**src/rtl/mcause_csr_unit_if.sv**
```systemverilog
// Bus between the trap arbiter / CSR file and the mcause unit, plus the field mirrors feeding the trace port.
// The master drives the requests and the slave (mcause_csr_unit) drives the responses and mirrors.
interface mcause_csr_unit_if #(
    parameter int XLEN   = 32,
    parameter int CODE_W = 10
);
    logic              trap_valid;
    logic              trap_ready;
    logic              trap_is_irq;
    logic [CODE_W-1:0] trap_code;
    logic              trap_vectored;
    logic              cur_mie;
    logic [1:0]        cur_priv;
    logic [7:0]        cur_il;

    logic              mret_valid;
    logic              ret_valid;
    logic              ret_mie;
    logic [1:0]        ret_priv;
    logic [7:0]        ret_il;
    logic              ret_refetch;

    logic              vec_fetch_done;
    logic              vec_fetch_fault;

    logic              csr_wr_en;
    logic [XLEN-1:0]   csr_wdata;
    logic [XLEN-1:0]   csr_rdata;

    logic [CODE_W-1:0] code;
    logic              interrupt;
    logic [7:0]        mpil;
    logic              mpie;
    logic [1:0]        mpp;
    logic              minhv;

    modport master (
        output trap_valid, trap_is_irq, trap_code, trap_vectored, cur_mie, cur_priv, cur_il,
        output mret_valid, vec_fetch_done, vec_fetch_fault, csr_wr_en, csr_wdata,
        input  trap_ready, ret_valid, ret_mie, ret_priv, ret_il, ret_refetch, csr_rdata,
        input  code, interrupt, mpil, mpie, mpp, minhv
    );

    modport slave (
        input  trap_valid, trap_is_irq, trap_code, trap_vectored, cur_mie, cur_priv, cur_il,
        input  mret_valid, vec_fetch_done, vec_fetch_fault, csr_wr_en, csr_wdata,
        output trap_ready, ret_valid, ret_mie, ret_priv, ret_il, ret_refetch, csr_rdata,
        output code, interrupt, mpil, mpie, mpp, minhv
    );
endinterface

```
**src/rtl/mcause_csr_unit.sv**
```systemverilog
// mcause CSR: trap capture, mret restore, WARL CSR writes and CLIC vector-fetch tracking.
// Define MCAUSE_CLIC_EN for the CLIC fields (mpil/minhv/mpie/mpp visible) and the vector-fetch FSM.
module mcause_csr_unit #(
    parameter int XLEN   = 32,
    parameter int CODE_W = 10,
    parameter int PIL_W  = 8,
    parameter int HAS_U  = 1
) (
    input  logic             i_clock,
    input  logic             i_reset,
    mcause_csr_unit_if.slave csr_bus
);
`ifdef MCAUSE_CLIC_EN
    localparam bit CLIC_EN = 1'b1;
`else
    localparam bit CLIC_EN = 1'b0;
`endif

    localparam logic [7:0] PIL_HI_MASK = 8'(8'hFF << (8 - PIL_W));
    localparam logic [7:0] PIL_LO_MASK = ~PIL_HI_MASK;
    localparam logic [1:0] MPP_AFTER_MRET = (HAS_U != 0) ? 2'b00 : 2'b11;

    typedef enum logic {
        ST_IDLE      = 1'b0,
        ST_VEC_FETCH = 1'b1
    } state_t;

    state_t            r_state, w_state_next;
    logic [CODE_W-1:0] r_code, w_code_next;
    logic              r_interrupt, w_interrupt_next;
    logic [7:0]        r_mpil, w_mpil_next;
    logic              r_mpie, w_mpie_next;
    logic [1:0]        r_mpp, w_mpp_next;
    logic              r_minhv, w_minhv_next;
    logic              r_ret_valid, w_ret_valid_next;
    logic              r_ret_mie, w_ret_mie_next;
    logic [1:0]        r_ret_priv, w_ret_priv_next;
    logic [7:0]        r_ret_il, w_ret_il_next;
    logic              r_ret_refetch, w_ret_refetch_next;

    logic              w_trap_ready;
    logic              w_trap_acc;
    logic              w_mret_acc;
    logic              w_wr_acc;
    logic              w_vec_irq;
    logic [1:0]        w_wr_mpp;
    logic [7:0]        w_mpil_vis;
    logic [XLEN-1:0]   w_rdata;
    logic              w_unused_bits;

    always_ff @(posedge i_clock) begin
        if (i_reset) begin
            r_state       <= ST_IDLE;
            r_code        <= '0;
            r_interrupt   <= 1'b0;
            r_mpil        <= 8'h00;
            r_mpie        <= 1'b0;
            r_mpp         <= 2'b11;
            r_minhv       <= 1'b0;
            r_ret_valid   <= 1'b0;
            r_ret_mie     <= 1'b0;
            r_ret_priv    <= 2'b00;
            r_ret_il      <= 8'h00;
            r_ret_refetch <= 1'b0;
        end else begin
            r_state       <= w_state_next;
            r_code        <= w_code_next;
            r_interrupt   <= w_interrupt_next;
            r_mpil        <= w_mpil_next;
            r_mpie        <= w_mpie_next;
            r_mpp         <= w_mpp_next;
            r_minhv       <= w_minhv_next;
            r_ret_valid   <= w_ret_valid_next;
            r_ret_mie     <= w_ret_mie_next;
            r_ret_priv    <= w_ret_priv_next;
            r_ret_il      <= w_ret_il_next;
            r_ret_refetch <= w_ret_refetch_next;
        end
    end

    // Vector-fetch FSM plus field updates; trap beats mret beats CSR write.
    always_comb begin
        w_state_next       = r_state;
        w_code_next        = r_code;
        w_interrupt_next   = r_interrupt;
        w_mpil_next        = r_mpil;
        w_mpie_next        = r_mpie;
        w_mpp_next         = r_mpp;
        w_minhv_next       = r_minhv;
        w_ret_valid_next   = 1'b0;
        w_ret_mie_next     = r_ret_mie;
        w_ret_priv_next    = r_ret_priv;
        w_ret_il_next      = r_ret_il;
        w_ret_refetch_next = r_ret_refetch;

        w_trap_ready = !CLIC_EN || (r_state == ST_IDLE) || !csr_bus.trap_is_irq;
        w_trap_acc   = csr_bus.trap_valid && w_trap_ready;
        w_mret_acc   = csr_bus.mret_valid && !w_trap_acc;
        w_wr_acc     = csr_bus.csr_wr_en && !w_trap_acc && !csr_bus.mret_valid;
        w_vec_irq    = CLIC_EN && csr_bus.trap_is_irq && csr_bus.trap_vectored;

        // Reserved privilege encodings leave mpp untouched.
        w_wr_mpp = r_mpp;
        if (HAS_U == 0) begin
            w_wr_mpp = 2'b11;
        end else if (csr_bus.csr_wdata[29:28] == 2'b00 || csr_bus.csr_wdata[29:28] == 2'b11) begin
            w_wr_mpp = csr_bus.csr_wdata[29:28];
        end

        if (w_trap_acc) begin
            w_code_next      = csr_bus.trap_code;
            w_interrupt_next = csr_bus.trap_is_irq;
            w_mpie_next      = csr_bus.cur_mie;
            w_mpp_next       = (HAS_U != 0) ? csr_bus.cur_priv : 2'b11;
            w_mpil_next      = csr_bus.cur_il & PIL_HI_MASK;
            if (w_vec_irq) begin
                w_minhv_next = 1'b1;
                w_state_next = ST_VEC_FETCH;
            end else begin
                // A fault exception taken mid-fetch must leave minhv set for the handler.
                if (r_state == ST_IDLE) begin
                    w_minhv_next = 1'b0;
                end
                w_state_next = ST_IDLE;
            end
        end else begin
            if (w_mret_acc) begin
                w_ret_valid_next   = 1'b1;
                w_ret_mie_next     = r_mpie;
                w_ret_priv_next    = r_mpp;
                w_ret_il_next      = CLIC_EN ? (r_mpil | PIL_LO_MASK) : 8'h00;
                w_ret_refetch_next = CLIC_EN && r_minhv;
                w_mpie_next        = 1'b1;
                w_mpp_next         = MPP_AFTER_MRET;
            end else if (w_wr_acc) begin
                w_code_next      = csr_bus.csr_wdata[CODE_W-1:0];
                w_interrupt_next = csr_bus.csr_wdata[31];
                if (CLIC_EN) begin
                    w_minhv_next = csr_bus.csr_wdata[30];
                    w_mpp_next   = w_wr_mpp;
                    w_mpie_next  = csr_bus.csr_wdata[27];
                    w_mpil_next  = csr_bus.csr_wdata[23:16] & PIL_HI_MASK;
                end
            end
            if (CLIC_EN && r_state == ST_VEC_FETCH && csr_bus.vec_fetch_done && !csr_bus.vec_fetch_fault) begin
                w_minhv_next = 1'b0;
                w_state_next = ST_IDLE;
            end
        end
    end

    assign w_mpil_vis = CLIC_EN ? (r_mpil | PIL_LO_MASK) : 8'h00;

    always_comb begin
        w_rdata             = '0;
        w_rdata[CODE_W-1:0] = r_code;
        w_rdata[31]         = r_interrupt;
        w_rdata[30]         = CLIC_EN && r_minhv;
        w_rdata[29:28]      = CLIC_EN ? r_mpp : 2'b00;
        w_rdata[27]         = CLIC_EN && r_mpie;
        w_rdata[23:16]      = w_mpil_vis;
    end

    assign csr_bus.trap_ready  = w_trap_ready;
    assign csr_bus.ret_valid   = r_ret_valid;
    assign csr_bus.ret_mie     = r_ret_mie;
    assign csr_bus.ret_priv    = r_ret_priv;
    assign csr_bus.ret_il      = r_ret_il;
    assign csr_bus.ret_refetch = r_ret_refetch;
    assign csr_bus.csr_rdata   = w_rdata;
    assign csr_bus.code        = r_code;
    assign csr_bus.interrupt   = r_interrupt;
    assign csr_bus.mpil        = w_mpil_vis;
    assign csr_bus.mpie        = CLIC_EN && r_mpie;
    assign csr_bus.mpp         = CLIC_EN ? r_mpp : 2'b00;
    assign csr_bus.minhv       = CLIC_EN && r_minhv;

    // Reserved write bits and the CLIC-only inputs are legitimately ignored in some builds.
    assign w_unused_bits = ^{csr_bus.csr_wdata, csr_bus.trap_vectored, csr_bus.vec_fetch_done,
                             csr_bus.vec_fetch_fault, csr_bus.cur_il};
endmodule

```
**src/flat_wrapper.sv**
```systemverilog
// flat-port wrapper written by rule: the top's interface ports become plain ports
module mcause_csr_unit_flat 
#(
    parameter int XLEN   = 32,
    parameter int CODE_W = 10,
    parameter int PIL_W  = 8,
    parameter int HAS_U  = 1
)
  (i_clock, i_reset, csr_bus_trap_valid, csr_bus_trap_is_irq, csr_bus_trap_code, csr_bus_trap_vectored, csr_bus_cur_mie, csr_bus_cur_priv, csr_bus_cur_il, csr_bus_mret_valid, csr_bus_vec_fetch_done, csr_bus_vec_fetch_fault, csr_bus_csr_wr_en, csr_bus_csr_wdata, csr_bus_trap_ready, csr_bus_ret_valid, csr_bus_ret_mie, csr_bus_ret_priv, csr_bus_ret_il, csr_bus_ret_refetch, csr_bus_csr_rdata, csr_bus_code, csr_bus_interrupt, csr_bus_mpil, csr_bus_mpie, csr_bus_mpp, csr_bus_minhv);
  mcause_csr_unit_if #(.XLEN(XLEN), .CODE_W(CODE_W)) csr_bus_i ();
  input  logic i_clock;
  input  logic i_reset;
  input wire logic [$bits(csr_bus_i.trap_valid)-1:0] csr_bus_trap_valid;
  input wire logic [$bits(csr_bus_i.trap_is_irq)-1:0] csr_bus_trap_is_irq;
  input wire logic [$bits(csr_bus_i.trap_code)-1:0] csr_bus_trap_code;
  input wire logic [$bits(csr_bus_i.trap_vectored)-1:0] csr_bus_trap_vectored;
  input wire logic [$bits(csr_bus_i.cur_mie)-1:0] csr_bus_cur_mie;
  input wire logic [$bits(csr_bus_i.cur_priv)-1:0] csr_bus_cur_priv;
  input wire logic [$bits(csr_bus_i.cur_il)-1:0] csr_bus_cur_il;
  input wire logic [$bits(csr_bus_i.mret_valid)-1:0] csr_bus_mret_valid;
  input wire logic [$bits(csr_bus_i.vec_fetch_done)-1:0] csr_bus_vec_fetch_done;
  input wire logic [$bits(csr_bus_i.vec_fetch_fault)-1:0] csr_bus_vec_fetch_fault;
  input wire logic [$bits(csr_bus_i.csr_wr_en)-1:0] csr_bus_csr_wr_en;
  input wire logic [$bits(csr_bus_i.csr_wdata)-1:0] csr_bus_csr_wdata;
  output wire logic [$bits(csr_bus_i.trap_ready)-1:0] csr_bus_trap_ready;
  output wire logic [$bits(csr_bus_i.ret_valid)-1:0] csr_bus_ret_valid;
  output wire logic [$bits(csr_bus_i.ret_mie)-1:0] csr_bus_ret_mie;
  output wire logic [$bits(csr_bus_i.ret_priv)-1:0] csr_bus_ret_priv;
  output wire logic [$bits(csr_bus_i.ret_il)-1:0] csr_bus_ret_il;
  output wire logic [$bits(csr_bus_i.ret_refetch)-1:0] csr_bus_ret_refetch;
  output wire logic [$bits(csr_bus_i.csr_rdata)-1:0] csr_bus_csr_rdata;
  output wire logic [$bits(csr_bus_i.code)-1:0] csr_bus_code;
  output wire logic [$bits(csr_bus_i.interrupt)-1:0] csr_bus_interrupt;
  output wire logic [$bits(csr_bus_i.mpil)-1:0] csr_bus_mpil;
  output wire logic [$bits(csr_bus_i.mpie)-1:0] csr_bus_mpie;
  output wire logic [$bits(csr_bus_i.mpp)-1:0] csr_bus_mpp;
  output wire logic [$bits(csr_bus_i.minhv)-1:0] csr_bus_minhv;
  assign csr_bus_i.trap_valid = csr_bus_trap_valid;
  assign csr_bus_i.trap_is_irq = csr_bus_trap_is_irq;
  assign csr_bus_i.trap_code = csr_bus_trap_code;
  assign csr_bus_i.trap_vectored = csr_bus_trap_vectored;
  assign csr_bus_i.cur_mie = csr_bus_cur_mie;
  assign csr_bus_i.cur_priv = csr_bus_cur_priv;
  assign csr_bus_i.cur_il = csr_bus_cur_il;
  assign csr_bus_i.mret_valid = csr_bus_mret_valid;
  assign csr_bus_i.vec_fetch_done = csr_bus_vec_fetch_done;
  assign csr_bus_i.vec_fetch_fault = csr_bus_vec_fetch_fault;
  assign csr_bus_i.csr_wr_en = csr_bus_csr_wr_en;
  assign csr_bus_i.csr_wdata = csr_bus_csr_wdata;
  assign csr_bus_trap_ready = csr_bus_i.trap_ready;
  assign csr_bus_ret_valid = csr_bus_i.ret_valid;
  assign csr_bus_ret_mie = csr_bus_i.ret_mie;
  assign csr_bus_ret_priv = csr_bus_i.ret_priv;
  assign csr_bus_ret_il = csr_bus_i.ret_il;
  assign csr_bus_ret_refetch = csr_bus_i.ret_refetch;
  assign csr_bus_csr_rdata = csr_bus_i.csr_rdata;
  assign csr_bus_code = csr_bus_i.code;
  assign csr_bus_interrupt = csr_bus_i.interrupt;
  assign csr_bus_mpil = csr_bus_i.mpil;
  assign csr_bus_mpie = csr_bus_i.mpie;
  assign csr_bus_mpp = csr_bus_i.mpp;
  assign csr_bus_minhv = csr_bus_i.minhv;
  mcause_csr_unit #(.XLEN(XLEN), .CODE_W(CODE_W), .PIL_W(PIL_W), .HAS_U(HAS_U)) u_core (.i_clock(i_clock), .i_reset(i_reset), .csr_bus(csr_bus_i));
endmodule
```
**config.mk**
```make
export PLATFORM = sky130hd
export DESIGN_NAME = mcause_csr_unit_flat
export DESIGN_NICKNAME = d
export VERILOG_FILES = /design/src/rtl/mcause_csr_unit_if.sv /design/src/rtl/mcause_csr_unit.sv /design/src/flat_wrapper.sv
export SDC_FILE = /design/constraint.sdc
export NUM_CORES = 1
export LEC_CHECK = 0
export CORE_MARGIN = 10
export CORE_UTILIZATION = 31
export DETAILED_ROUTE_END_ITERATION = 6
export HOLD_SLACK_MARGIN = 0.05
export PLACE_DENSITY = 0.9
export SLEW_MARGIN = 10
export SYNTH_ARGS = -nofsm -noshare
export SYNTH_HDL_FRONTEND = slang
export SYNTH_SLANG_ARGS = --single-unit
```
**constraint.sdc**
```tcl
create_clock -name i_clock -period 2.15 [get_ports i_clock]
set_input_delay 0.215 -clock i_clock [delete_from_list [all_inputs] [get_ports i_clock]]
set_output_delay 0.215 -clock i_clock [all_outputs]
set_load 0.005 [all_outputs]
```
==> results.md, run 1 <==
- The run finished with clean final reports.
- For this design, the CTS-stage hold fixing added 0 buffers.
- The final RePlAce weighted congestion is 0.6481.
- The number of nets in the finished design is 258.
- During synthesis, Yosys emitted a total of 0 warnings.
- The tree is rooted in a sky130_fd_sc_hd__clkbuf_8.
- The leakage power figure is 0.7571 nW.
- From bottom edge to top edge, the die measures 83.31 um.
- In this run the worst hold path is classified as register to register.
- The total of cells resized after clock tree synthesis is 0.
- Once the clock tree was built, the setup fixing pass inserted 0 buffers.
- The HPWL reported at the end of detailed placement is roughly 2700 um.
- The hold violation total from the final report came to 0.
- The data required time at the worst endpoint is 1.93 ns.
- The startpoint identified for the worst hold timing path is u_core.r_mpp[0]$_SDFFE_PP1P_.
- Across the routed clock network, the largest skew measured is 0.0003340 ns.
- The core region is 3771 um^2.
- The worst flop-to-flop path startpoint is u_core.csr_bus.code[7]$_SDFFE_PP0P_.
- The reg-to-reg endpoint is u_core.csr_bus.code[7]$_SDFFE_PP0P_.
- The cell with the biggest individual delay on the critical path is sky130_fd_sc_hd__clkdlybuf4s50_1.
- The kind of start point of the critical path is a register.
- During placement, the flow inserted port buffers numbering 55.
- The signal on the critical path passes through clkdlybuf4s50_1.
- After synthesis the netlist holds a flip-flop and latch count of 18.
- The number of global-route vias before repair is 948.
- After synthesis the cells add up to 1242 um^2.
- Among cell families on the critical path, the largest total delay comes from buffers and inverters.
- STA classifies the critical path endpoint as an output pin.
- Yosys mapped the design onto 17 distinct sky130hd cell types.
- The number of nets still failing antenna checks after routing is 0.
- The ratio of routed vias to standard cells is 3.934.
- Setup repair after global routing left no endpoint under its margin.
- The TritonCTS clock tree is built.
- The share of the yosys chip area belonging to registers is about 29%.
- In this run the number of cells on the critical path is 1.
- The number of clock buffers added by TritonCTS is 3.
- The total count of max-transition violations in the final report is 0.
- Of the cells placed in the final design, the portion with a size suffix greater than 1 is ~4%.
- Dividing the final minimum period by the clock period gives 63.97%.
- Counting both buffers and inverters, the worst setup path holds a total of 1.
- For this run, design rule violations remaining after detail routing come to 0.
- The number of antenna violations at the first check in global routing is 0.
- The arrival time reported for the critical path endpoint is 1.16 ns.
- In the final routed layout, each cell accounts on average for ~13 um.
- The number of cells on the worst hold path is 2.
- For this configuration, the core starts out at a cell density of 32.95%.
- After technology mapping, the gate count stands at ~160.
- The worst pin sits at a relative slew slack of between 50 and 60%.
- The detailed router finished its first iteration with 33 violations.
- The highest fanout seen on the critical path is 3.
- The total of endpoints with negative setup slack in the final report is 0.
- The worst path in the final design needs a cycle of 1.375 ns, including I/O delays and setup.
- Entering global routing, the biggest net connects 23 pins.
- The global-route usage over all layers is 8.585%.
- The site row count is 22.
- During I/O placement, the number of pins put on the boundary was 131.
- Measured along the x axis, the die boundary spans roughly 83 um.
- In this run the power density over the cells is 548.5 nW/um^2.
- The maximum operating frequency is 727.1 MHz.
- The endpoint of the worst hold path is u_core.r_mpp[0]$_SDFFE_PP1P_.
- The number of sinks driven by the clock tree is 18.
- The number of max-capacitance violations reported is 0.
- The maximum clock insertion buffer count is 2.
- The actual transition at the worst max-transition pin is ~0.69 ns.
- The reg-to-reg setup timing slack is 1.42 ns.
- Compared with the post-synthesis result, the final layout area differs by 29.61%.
- The first detailed-routing pass took 2 iterations.
- Clock-pin slew was measured on the worst setup and hold paths at 0.07 ns.
- The total power consumption of the routed design is 0.0008832 W.
- The worst-case IR drop observed on VDD is 0.0002959 V.
- The maximum single-stage delay on the critical path is 0.54 ns.
- The routed via count is 956.
- The die area is between 6000 and 7000 um^2.
- The logic depth of the worst register-to-register path is 3.
- The clock network latency to the later pin of the worst-skew pair is about 0.25 ns.
- After routing, the total negative slack on setup checks comes to 0 ns.
- The number of antenna diodes in the final layout is 0.
- The synthesized area per cell is 8.016 um^2.
- The type of the setup path with the least slack is register to output pin.
- The total wirelength of the detailed-routed design is 3202 um.
- The residual overflow from global routing is 0.
- The first global-routing pass estimated approximately 5000 um of wire.
- In this run the number of H-tree levels came out at 1.
-- per-stage QoR --
| stage | std cells | util [%] | hold slack (ns) | worst slack (ns) | instance area [um^2] |
|---|---|---|---|---|---|
| 6_report | 243 | 42.70 | 0.4814 | 0.7746 | 1610 |
| 4_1_cts | 243 | 42.70 | 0.4848 | 0.7591 | 1610 |
| 5_1_grt | 243 | 42.70 | 0.5010 | 0.7156 | 1610 |
| 3_3_place_gp | 239 | 41.24 | 0.4581 | 0.6502 | 1555 |
| 3_5_place_dp | 239 | 41.24 | 0.4734 | 0.6196 | 1555 |
| 2_1_floorplan | 196 | - | 0.3414 | 1.288 | 1396 |
-- cell usage after synthesis --
library cell,instances,area [um^2]
sky130_fd_sc_hd__or2b_4,1,11.26
sky130_fd_sc_hd__conb_1,2,7.510
sky130_fd_sc_hd__buf_2,4,20.02
sky130_fd_sc_hd__nand2b_4,1,13.76
sky130_fd_sc_hd__mux2i_1,3,30.03
sky130_fd_sc_hd__buf_6,3,33.78
sky130_fd_sc_hd__dfxtp_1,18,360.4
sky130_fd_sc_hd__inv_1,11,41.29
sky130_fd_sc_hd__nor2_1,15,56.30
sky130_fd_sc_hd__nor2b_1,1,6.260
sky130_fd_sc_hd__buf_4,55,412.9
sky130_fd_sc_hd__nand2b_1,2,12.51
sky130_fd_sc_hd__nor3_1,2,10.01
sky130_fd_sc_hd__o311a_1,11,110.1
sky130_fd_sc_hd__a21oi_1,13,65.06
sky130_fd_sc_hd__nand2_1,11,41.29
sky130_fd_sc_hd__o21ai_0,2,10.01
-- layout make-up --
type	instances	area [um^2]
Fill cell	400	2161
Timing Repair Buffer	57	565.5
Multi-Input combinational cell	105	528.0
Sequential cell	18	360.3
Tap cell	48	60.06
Clock buffer	4	55.05
Inverter	11	41.29
-- state kept, by name (all words and copies together) (netlist names) --
name / flops
u_core.csr_bus.code: 10
u_core.csr_bus.ret_mie: 1
u_core.r_mpp: 2
u_core.csr_bus.ret_valid: 1
u_core.csr_bus.interrupt: 1
u_core.csr_bus.ret_priv: 2
u_core.r_mpie: 1
-- logic make-up after synthesis --
group                  after synthesis  share of synthesized area, %
AOI/OAI and AO/OA                   26                         14.90
buffers and inverters               73                         40.89
DFF                                 18                         29.00
muxes                                3                         2.417
other                                2                        0.6045
and+or+nand+nor                     33                         12.18
-- how the worst max path moves through the flow --
stage | slack (ns) | endpoint | start
global route | 0.72 | csr_bus_csr_rdata[7] | u_core.csr_bus.code[7]$_SDFFE_PP0P_
detailed placement | 0.62 | u_core.csr_bus.code[6]$_SDFFE_PP0P_ | i_reset
finish | 0.77 | csr_bus_csr_rdata[7] | u_core.csr_bus.code[7]$_SDFFE_PP0P_
floorplan | 1.29 | u_core.csr_bus.code[0]$_SDFFE_PP0P_ | csr_bus_mret_valid
global placement | 0.65 | u_core.csr_bus.code[0]$_SDFFE_PP0P_ | i_reset
CTS | 0.76 | csr_bus_csr_rdata[7] | u_core.csr_bus.code[7]$_SDFFE_PP0P_
-- layer usage --
layer	track usage, %	part of all wire (%)	wire length [um]	up-vias
met5	0	0	0	-
met1	8.250	36	1146	423
li1	-	-	-	480
met3	4.883	12	369	2
met2	15.29	52	1674	51
met4	2.308	0.37	12	0
-- layout by cell type, fill, tap and decap left out, drive strengths merged --
cell type,Yosys,layout
buf,62,2
mux2i,3,3
clkdlybuf4s50,0,55
or2b,1,1
nor2b,1,1
clkbuf,0,4
dfxtp,18,18
nand2b,3,3
inv,11,11
o311a,11,11
conb,2,43
nor2,15,15
nor3,2,2
a21oi,13,13
nand2,11,11
o21ai,2,2
-- power breakdown --
group	leakage, nW	switching [W]	total, W	internal [W]
logic	0.579	0.0000936	0.000233	0.000139
registers	0.150	0.0000158	0.000374	0.000359
clock network	0.0288	0.000114	0.000276	0.000163
total	0.757	0.000223	0.000883	0.000660
Power figures use the tool's default switching activity.
==> run 2, diff against run 1 <==
- CORE_UTILIZATION: 31 -> 26
- PLACE_DENSITY: 0.9 -> 0.8
- clock period: 2.15 -> 1.2 ns (I/O delays scaled with it)
==> results.md, run 2 (synthesis results as in run 1) <==
- The flow ran to the end, and the final reports show no timing, DRC or antenna violations.
- The net switching power of the design came to 0.0003810 W (+71%).
- The residual overflow from global routing is 0 (unchanged).
- The final RePlAce weighted congestion is 0.6691 (+3.2%).
- The antenna cell count came to 0 (unchanged).
- The count of input and output buffers is 55 (unchanged).
- The hold violation total from the final report is 0 (unchanged).
- The maximum operating frequency is 860.2 MHz.
- Leaving out fill and tap cells, the most frequent cell in the layout is sky130_fd_sc_hd__conb_1.
- The number of global-route vias before repair is 963 (+1.6%).
- The horizontal extent of the die came to 89.13 um (+7.0%).
- The count of placed standard cells including taps is 246 (+2.9%).
- The number of max-capacitance violations reported is 0 (unchanged).
- The first-pass GRT wire length was 4512 um (-9.7%).
- The total iterations of the first detailed-routing run is 4 (+2).
- The worst setup skew after layout is 0.0002439 ns (-0.00009007 ns).
- Walking the worst path, the cells encountered are clkdlybuf4s50_1.
- The routed wire length per instance is 12.87 um (-2.3%).
- The type of the setup path with the least slack is register to output pin.
- The site row count came to 25 (+14%).
- Compared with the post-synthesis result, the final layout area differs by 30.92%.
- The worst flop-to-flop path startpoint is u_core.csr_bus.code[4]$_SDFFE_PP0P_.
- The cell family with the largest share of critical-path delay is buffers and inverters.
- The reg-to-reg endpoint is u_core.csr_bus.code[4]$_SDFFE_PP0P_.
- The area of the core region came to 4692 um^2 (+24%).
- The maximum single-stage delay on the critical path is 0.49 ns (-0.05 ns).
- The final standard cell count with taps included and fillers excluded was 250 (+2.9%).
- The worst-case hold slack is 0.4715 ns (-0.009900 ns).
- The height of the die is 89.13 um (+7.0%).
- The number of cells on the worst hold path came to 3 (+1).
- The H-tree depth is 1 (unchanged).
- The critical path capture point type is an output pin.
- The total power consumption of the routed design came to 0.001534 W (+74%).
- Subtracting the final worst setup slack from the clock period gives ~1.2 ns.
- The effective utilization at floorplan is 26.48% (-6.5 points).
- The largest net degree at the start of global routing is 31 (+35%).
- The leakage power figure came to 0.8529 nW (+13%).
- The clock slew seen by the registers of the worst setup and hold paths was 0.07 ns (about the same).
- The cell area power density is 943.2 nW/um^2 (+72%).
- The worst setup path is launched from a register.
- The fraction of power consumed by sequential logic is 43.9% (+1.5 points).
- The worst voltage drop across the vdd grid is 0.0003402 V (+15%).
- Setup repair after global routing left no endpoint under its margin.
- The worst hold path belongs to the class input port to register.
- The flip-flop count of the largest register, all copies and words added was 10 (unchanged).
- The post-cts hold buffer count is 0 (unchanged).
- The number of buffers added for setup after CTS was 0 (unchanged).
- The HPWL reported at the end of detailed placement was 2714 um (+0.95%).
- The highest fanout seen on the critical path is 1 (-2).
- The final total negative setup slack is 0 ns (unchanged).
- The number of cells on the critical path was 1 (unchanged).
- The top-level port count is 131 (unchanged).
- The worst hold path terminates at u_core.r_mpp[0]$_SDFFE_PP1P_.
- The maximum clock insertion buffer count came to 2 (unchanged).
- The setup slack after placement is -0.1420 ns (-0.7617 ns).
- The clock buffer count from CTS came to 3 (unchanged).
- The total count of max-transition violations in the final report is 0 (unchanged).
- The number of antenna violations at the first check in global routing is 0 (unchanged).
- The minimum setup slack in the final design is 0.03753 ns (-0.7371 ns).
- The total wirelength of the detailed-routed design came to 3217 um (+0.47%).
- The portion of total power attributed to the clock network is 31.0% (-0.3 points).
- The number of DRC violations after detailed routing is 0 (unchanged).
- The data required time at the worst endpoint is 1.08 ns (-0.85 ns).
- In this run the most critical hold path is launched from csr_bus_cur_priv[0].
- The number of nets in the finished design is 259 (+0.39%).
- The share of final-layout standard cells stronger than drive strength 1 is 7.653% (+3.6 points).
- The number of nets still failing antenna checks after routing came to 0 (unchanged).
- The power share of the combinational group came to 25.1% (-1.3 points).
- The slowest stage of the critical path is the sky130_fd_sc_hd__clkdlybuf4s50_1 cell.
- The clock tree root buffer cell is sky130_fd_sc_hd__clkbuf_8.
- The reg-to-reg setup timing slack came to 0.46 ns (-0.96 ns).
- The number of violations reported at the end of detailed-routing iteration 0 is 45 (+36%).
- The logic depth of the worst register-to-register path came to 3 (unchanged).
- In the layout the commonest cells are sky130_fd_sc_hd__conb_1 (43), sky130_fd_sc_hd__clkdlybuf4s50_1 (30), sky130_fd_sc_hd__dlygate4sd2_1 (25).
- In the finished design, the share of the clock period the worst path needs comes to 96.87%.
- The total of endpoints with negative setup slack in the final report is 0 (unchanged).
- The die area was 7943 um^2 (+14%).
- The number of sinks driven by the clock tree was 18 (unchanged).
- The fraction of power spent switching nets was 24.83% (-0.41 points).
- TritonCTS built the clock tree.
- The ratio of routed vias to standard cells is 3.820 (-2.9%).
- The clock network latency to the later pin of the worst-skew pair was 0.24 ns (about the same).
- The worst path buffer plus inverter count is 1 (unchanged).
- The total internal power is 0.001153 W (+75%).
- The arrival time reported for the critical path endpoint is 1.04 ns (-0.12 ns).
- The global-route usage over all layers came to 7.138% (-1.4 points).
- The total of cells resized after clock tree synthesis came to 31 (+31).
- The routed via count is 955 (-0.10%).
[run 2: worst max-delay path by stage]
stage / startpoint / endpoint
final: u_core.csr_bus.ret_valid$_SDFF_PP0_ / csr_bus_ret_valid
after global routing: u_core.csr_bus.ret_valid$_SDFF_PP0_ / csr_bus_ret_valid
after CTS: u_core.csr_bus.ret_valid$_SDFF_PP0_ / csr_bus_ret_valid
after detailed placement: csr_bus_mret_valid / u_core.csr_bus.interrupt$_SDFFE_PP0P_
after global placement: csr_bus_mret_valid / u_core.csr_bus.code[5]$_SDFFE_PP0P_
after floorplan: csr_bus_mret_valid / u_core.csr_bus.code[0]$_SDFFE_PP0P_
[run 2: area by class of cell]
type	instances	area, um^2
inverter	11	41.29
fill	508	3065
tap	54	67.56
sequential	18	367.9
multi-input combinational	105	528.0
timing repair buffer	58	566.8
clock buffer	4	55.05
[run 2: power by group through the flow]
| stage | combinational, W | sequential, W | clock [W] |
|---|---|---|---|
| global placement | 0.000417 | 0.000685 | 0 |
| detailed placement | 0.000426 | 0.000688 | 0 |
| global route | 0.000431 | 0.000681 | 0.000525 |
| CTS | 0.000384 | 0.000675 | 0.000496 |
| floorplan | 0.000309 | 0.000685 | 0 |
| finish | 0.000385 | 0.000674 | 0.000475 |
[run 2: routing by layer]
layer,track usage [%],vias up,routed length [um]
li1,-,483,-
met1,6.880,417,1082
met2,13.14,53,1654
met3,2.735,2,436
met4,3.179,0,42
met5,0,-,0
[run 2: through the flow]
| stage | utilization [%] | cell area (um^2) |
|---|---|---|
| 3_5_place_dp | 34.00 | 1595 |
| 6_report | 34.67 | 1627 |
| 5_1_grt | 34.67 | 1627 |
| 2_1_floorplan | - | 1396 |
| 4_1_cts | 34.67 | 1627 |
| 3_3_place_gp | 34.00 | 1595 |
==> run 3, diff against run 2 <==
- PLACE_DENSITY: 0.8 -> 0.85
==> results.md, run 3 (synthesis results as in run 1) <==
- The total iterations of the first detailed-routing run is 2 (-2).
- The number of global-route vias before repair came to 983 (+2.1%).
- The routed via count is 972 (+1.8%).
- The commonest non-fill, non-tap cell in the layout is sky130_fd_sc_hd__conb_1.
- Setup repair after global routing left no endpoint under its margin.
- The effective utilization at floorplan is 26.48% (unchanged).
- The number of buffers added for setup after CTS is 0 (unchanged).
- The global-route usage over all layers was 7.490% (+0.35 points).
- The first-pass GRT wire length is 4698 um (+4.1%).
- The critical path capture point type is a register.
- The total wirelength of the detailed-routed design is 3298 um (+2.5%).
- The time the final worst path needs with I/O delays and setup came to 1.088 ns (-0.07423 ns).
- The slowest stage of the critical path is the sky130_fd_sc_hd__clkdlybuf4s50_1 cell.
- The site row count is 25 (unchanged).
- The top cell types in the final layout, fill and taps aside, are sky130_fd_sc_hd__conb_1 (43), sky130_fd_sc_hd__clkdlybuf4s50_1 (29), sky130_fd_sc_hd__dlygate4sd2_1 (26).
- The antenna cell count is 0 (unchanged).
- The count of placed standard cells including taps was 248 (+0.81%).
- The total of endpoints with negative setup slack in the final report is 0 (unchanged).
- The residual overflow from global routing came to 0 (unchanged).
- The top-level port count is 131 (unchanged).
- The footprint of the multi-input gates is 528.0 um^2 (unchanged).
- The layout overhead on the synthesized area is 32.12%.
- The storage element area is 369.1 um^2 (+0.34%).
- The die area is 7943 um^2 (unchanged).
- The count of input and output buffers is 55 (unchanged).
- By startpoint and endpoint, the worst setup path is classified as input port to register.
- The cell area power density is 952.0 nW/um^2 (+0.93%).
- The worst setup skew after layout is 0.0003358 ns (+0.00009193 ns).
- The number of fill cells was 502 (-1.2%).
- The number of max-capacitance violations reported is 0 (unchanged).
- The clock network latency to the later pin of the worst-skew pair came to 0.25 ns (about the same).
- The flip-flop count of the largest register, all copies and words added is 10 (unchanged).
- The hold violation total from the final report is 0 (unchanged).
- The number of nets in the finished design is 261 (+0.77%).
- The number of antenna violations at the first check in global routing is 0 (unchanged).
- The horizontal extent of the die is 89.13 um (unchanged).
- The clock buffer count from CTS is 3 (unchanged).
- The number of sinks driven by the clock tree came to 18 (unchanged).
- The height of the die is 89.13 um (unchanged).
- The largest net degree at the start of global routing came to 23 (-26%).
- The number of nets still failing antenna checks after routing came to 0 (unchanged).
- The number of violations reported at the end of detailed-routing iteration 0 is 34 (-24%).
- The routed wire length per instance is 13.09 um (+1.7%).
- The maximum operating frequency is 918.9 MHz (+6.8%).
- The ratio of routed vias to standard cells is 3.857 (+0.97%).
- TritonCTS built the clock tree.
- The final core area utilization is 34.99% (+0.32 points).
- The worst voltage drop across the vdd grid was 0.0004009 V (+18%).
- The portion of the clock cycle consumed by the worst path in the final layout is 90.69% (-6.2 points).
- The placed standard-cell area is 1610 um^2 (+0.94%).
- The final RePlAce weighted congestion was 0.7128 (+6.5%).
- The HPWL reported at the end of detailed placement is 2787 um (+2.7%).
- The area of the core region was 4692 um^2 (unchanged).
- The leakage power figure is 0.8668 nW (+1.6%).
- The H-tree depth came to 1 (unchanged).
- The run finished with clean final reports.
- The clock tree root buffer cell is sky130_fd_sc_hd__clkbuf_8.
- The maximum clock insertion buffer count is 2 (unchanged).
- The clock slew seen by the registers of the worst setup and hold paths is 0.07 ns (about the same).
- The total count of max-transition violations in the final report is 0 (unchanged).
- The share of final-layout standard cells stronger than drive strength 1 is 9.091% (+1.4 points).
- The area of all placed cells without fillers came to 1642 um^2 (+0.92%).
- The number of DRC violations after detailed routing is 0 (unchanged).
- The arrival time reported for the critical path endpoint was 1.23 ns (+0.19 ns).
- The maximum single-stage delay on the critical path is 0.53 ns (+0.04 ns).
- The data required time at the worst endpoint was 1.34 ns (+0.26 ns).
- The kind of start point of the critical path is an input port.
- The worst min-delay path class is input port to register.
- The final standard cell count with taps included and fillers excluded is 252 (+0.80%).
- The highest fanout seen on the critical path is 21 (+20).
- Traced cell by cell, the critical path runs through clkdlybuf4s50_1 -> buf_12 -> o311a_1.
## run 3: cell count changes in the layout (fill, tap and decap cells not counted)
cell                              before  now
sky130_fd_sc_hd__buf_4                 1    3
sky130_fd_sc_hd__clkdlybuf4s50_1      30   29
sky130_fd_sc_hd__dfxtp_1              12   11
sky130_fd_sc_hd__dfxtp_2               6    7
sky130_fd_sc_hd__dlygate4sd2_1        25   26
## run 3: routing by layer
metal,up-vias,global-route usage (%),wire length [um]
met2,47,14.26,1739
li1,490,-,-
met4,0,3.468,40
met1,433,6.978,1162
met3,2,2.552,357
met5,-,0,0
## run 3: final timing paths
path,cells after the start,to,slack (ns),start
setup / recovery,3,u_core.csr_bus.interrupt$_SDFFE_PP0P_,0.11,csr_bus_trap_valid
setup reg to reg,3,u_core.csr_bus.code[1]$_SDFFE_PP0P_,0.47,u_core.csr_bus.code[1]$_SDFFE_PP0P_
hold / removal,3,u_core.r_mpp[0]$_SDFFE_PP1P_,0.47,csr_bus_cur_priv[0]
hold reg to reg,2,u_core.r_mpp[0]$_SDFFE_PP1P_,0.48,u_core.r_mpp[0]$_SDFFE_PP1P_
## run 3: per-stage QoR
| step | hold WS [ns] | setup WS [ns] | power, W | setup TNS [ns] |
|---|---|---|---|---|
| 5_1_grt | 0.4838 | 0.08799 | 0.001663 | 0 |
| 2_1_floorplan | 0.2464 | 0.4325 | 0.0009944 | 0 |
| 6_report | 0.4710 | 0.1118 | 0.001563 | 0 |
| 4_1_cts | 0.4720 | 0.1193 | 0.001598 | 0 |
| 3_5_place_dp | 0.4823 | -0.1437 | 0.001119 | -1.801 |
| 3_3_place_gp | 0.4596 | -0.1432 | 0.001107 | -1.835 |
## run 3: cell type report
| type | instances | share of cell area (%) |
|---|---|---|
| inverter | 11 | 2.515 |
| timing repair buffer | 60 | 35.37 |
| tap | 54 | 4.116 |
| multi-input combinational | 105 | 32.16 |
| sequential | 18 | 22.48 |
| clock buffer | 4 | 3.354 |
## run 3: power by group
part	switching [W]	internal (W)	leakage [nW]
clock	0.000209	0.000291	0.0288
sequential	0.0000262	0.000646	0.152
combinational	0.000171	0.000220	0.687
total	0.000406	0.00116	0.867
## run 3: what timing repair did
item                       4_1_cts  5_1_grt
hold buffers                     0        0
hold endpoints to repair         0        0
resized for setup               33        0
setup endpoints to repair       26        0
## run 3: critical path, delay by kind of cell
| family | cells | cell delay [ns] |
|---|---|---|
| buffers and inverters | 2 | 0.75 |
| AO/OA/AOI/OAI | 1 | 0.35 |
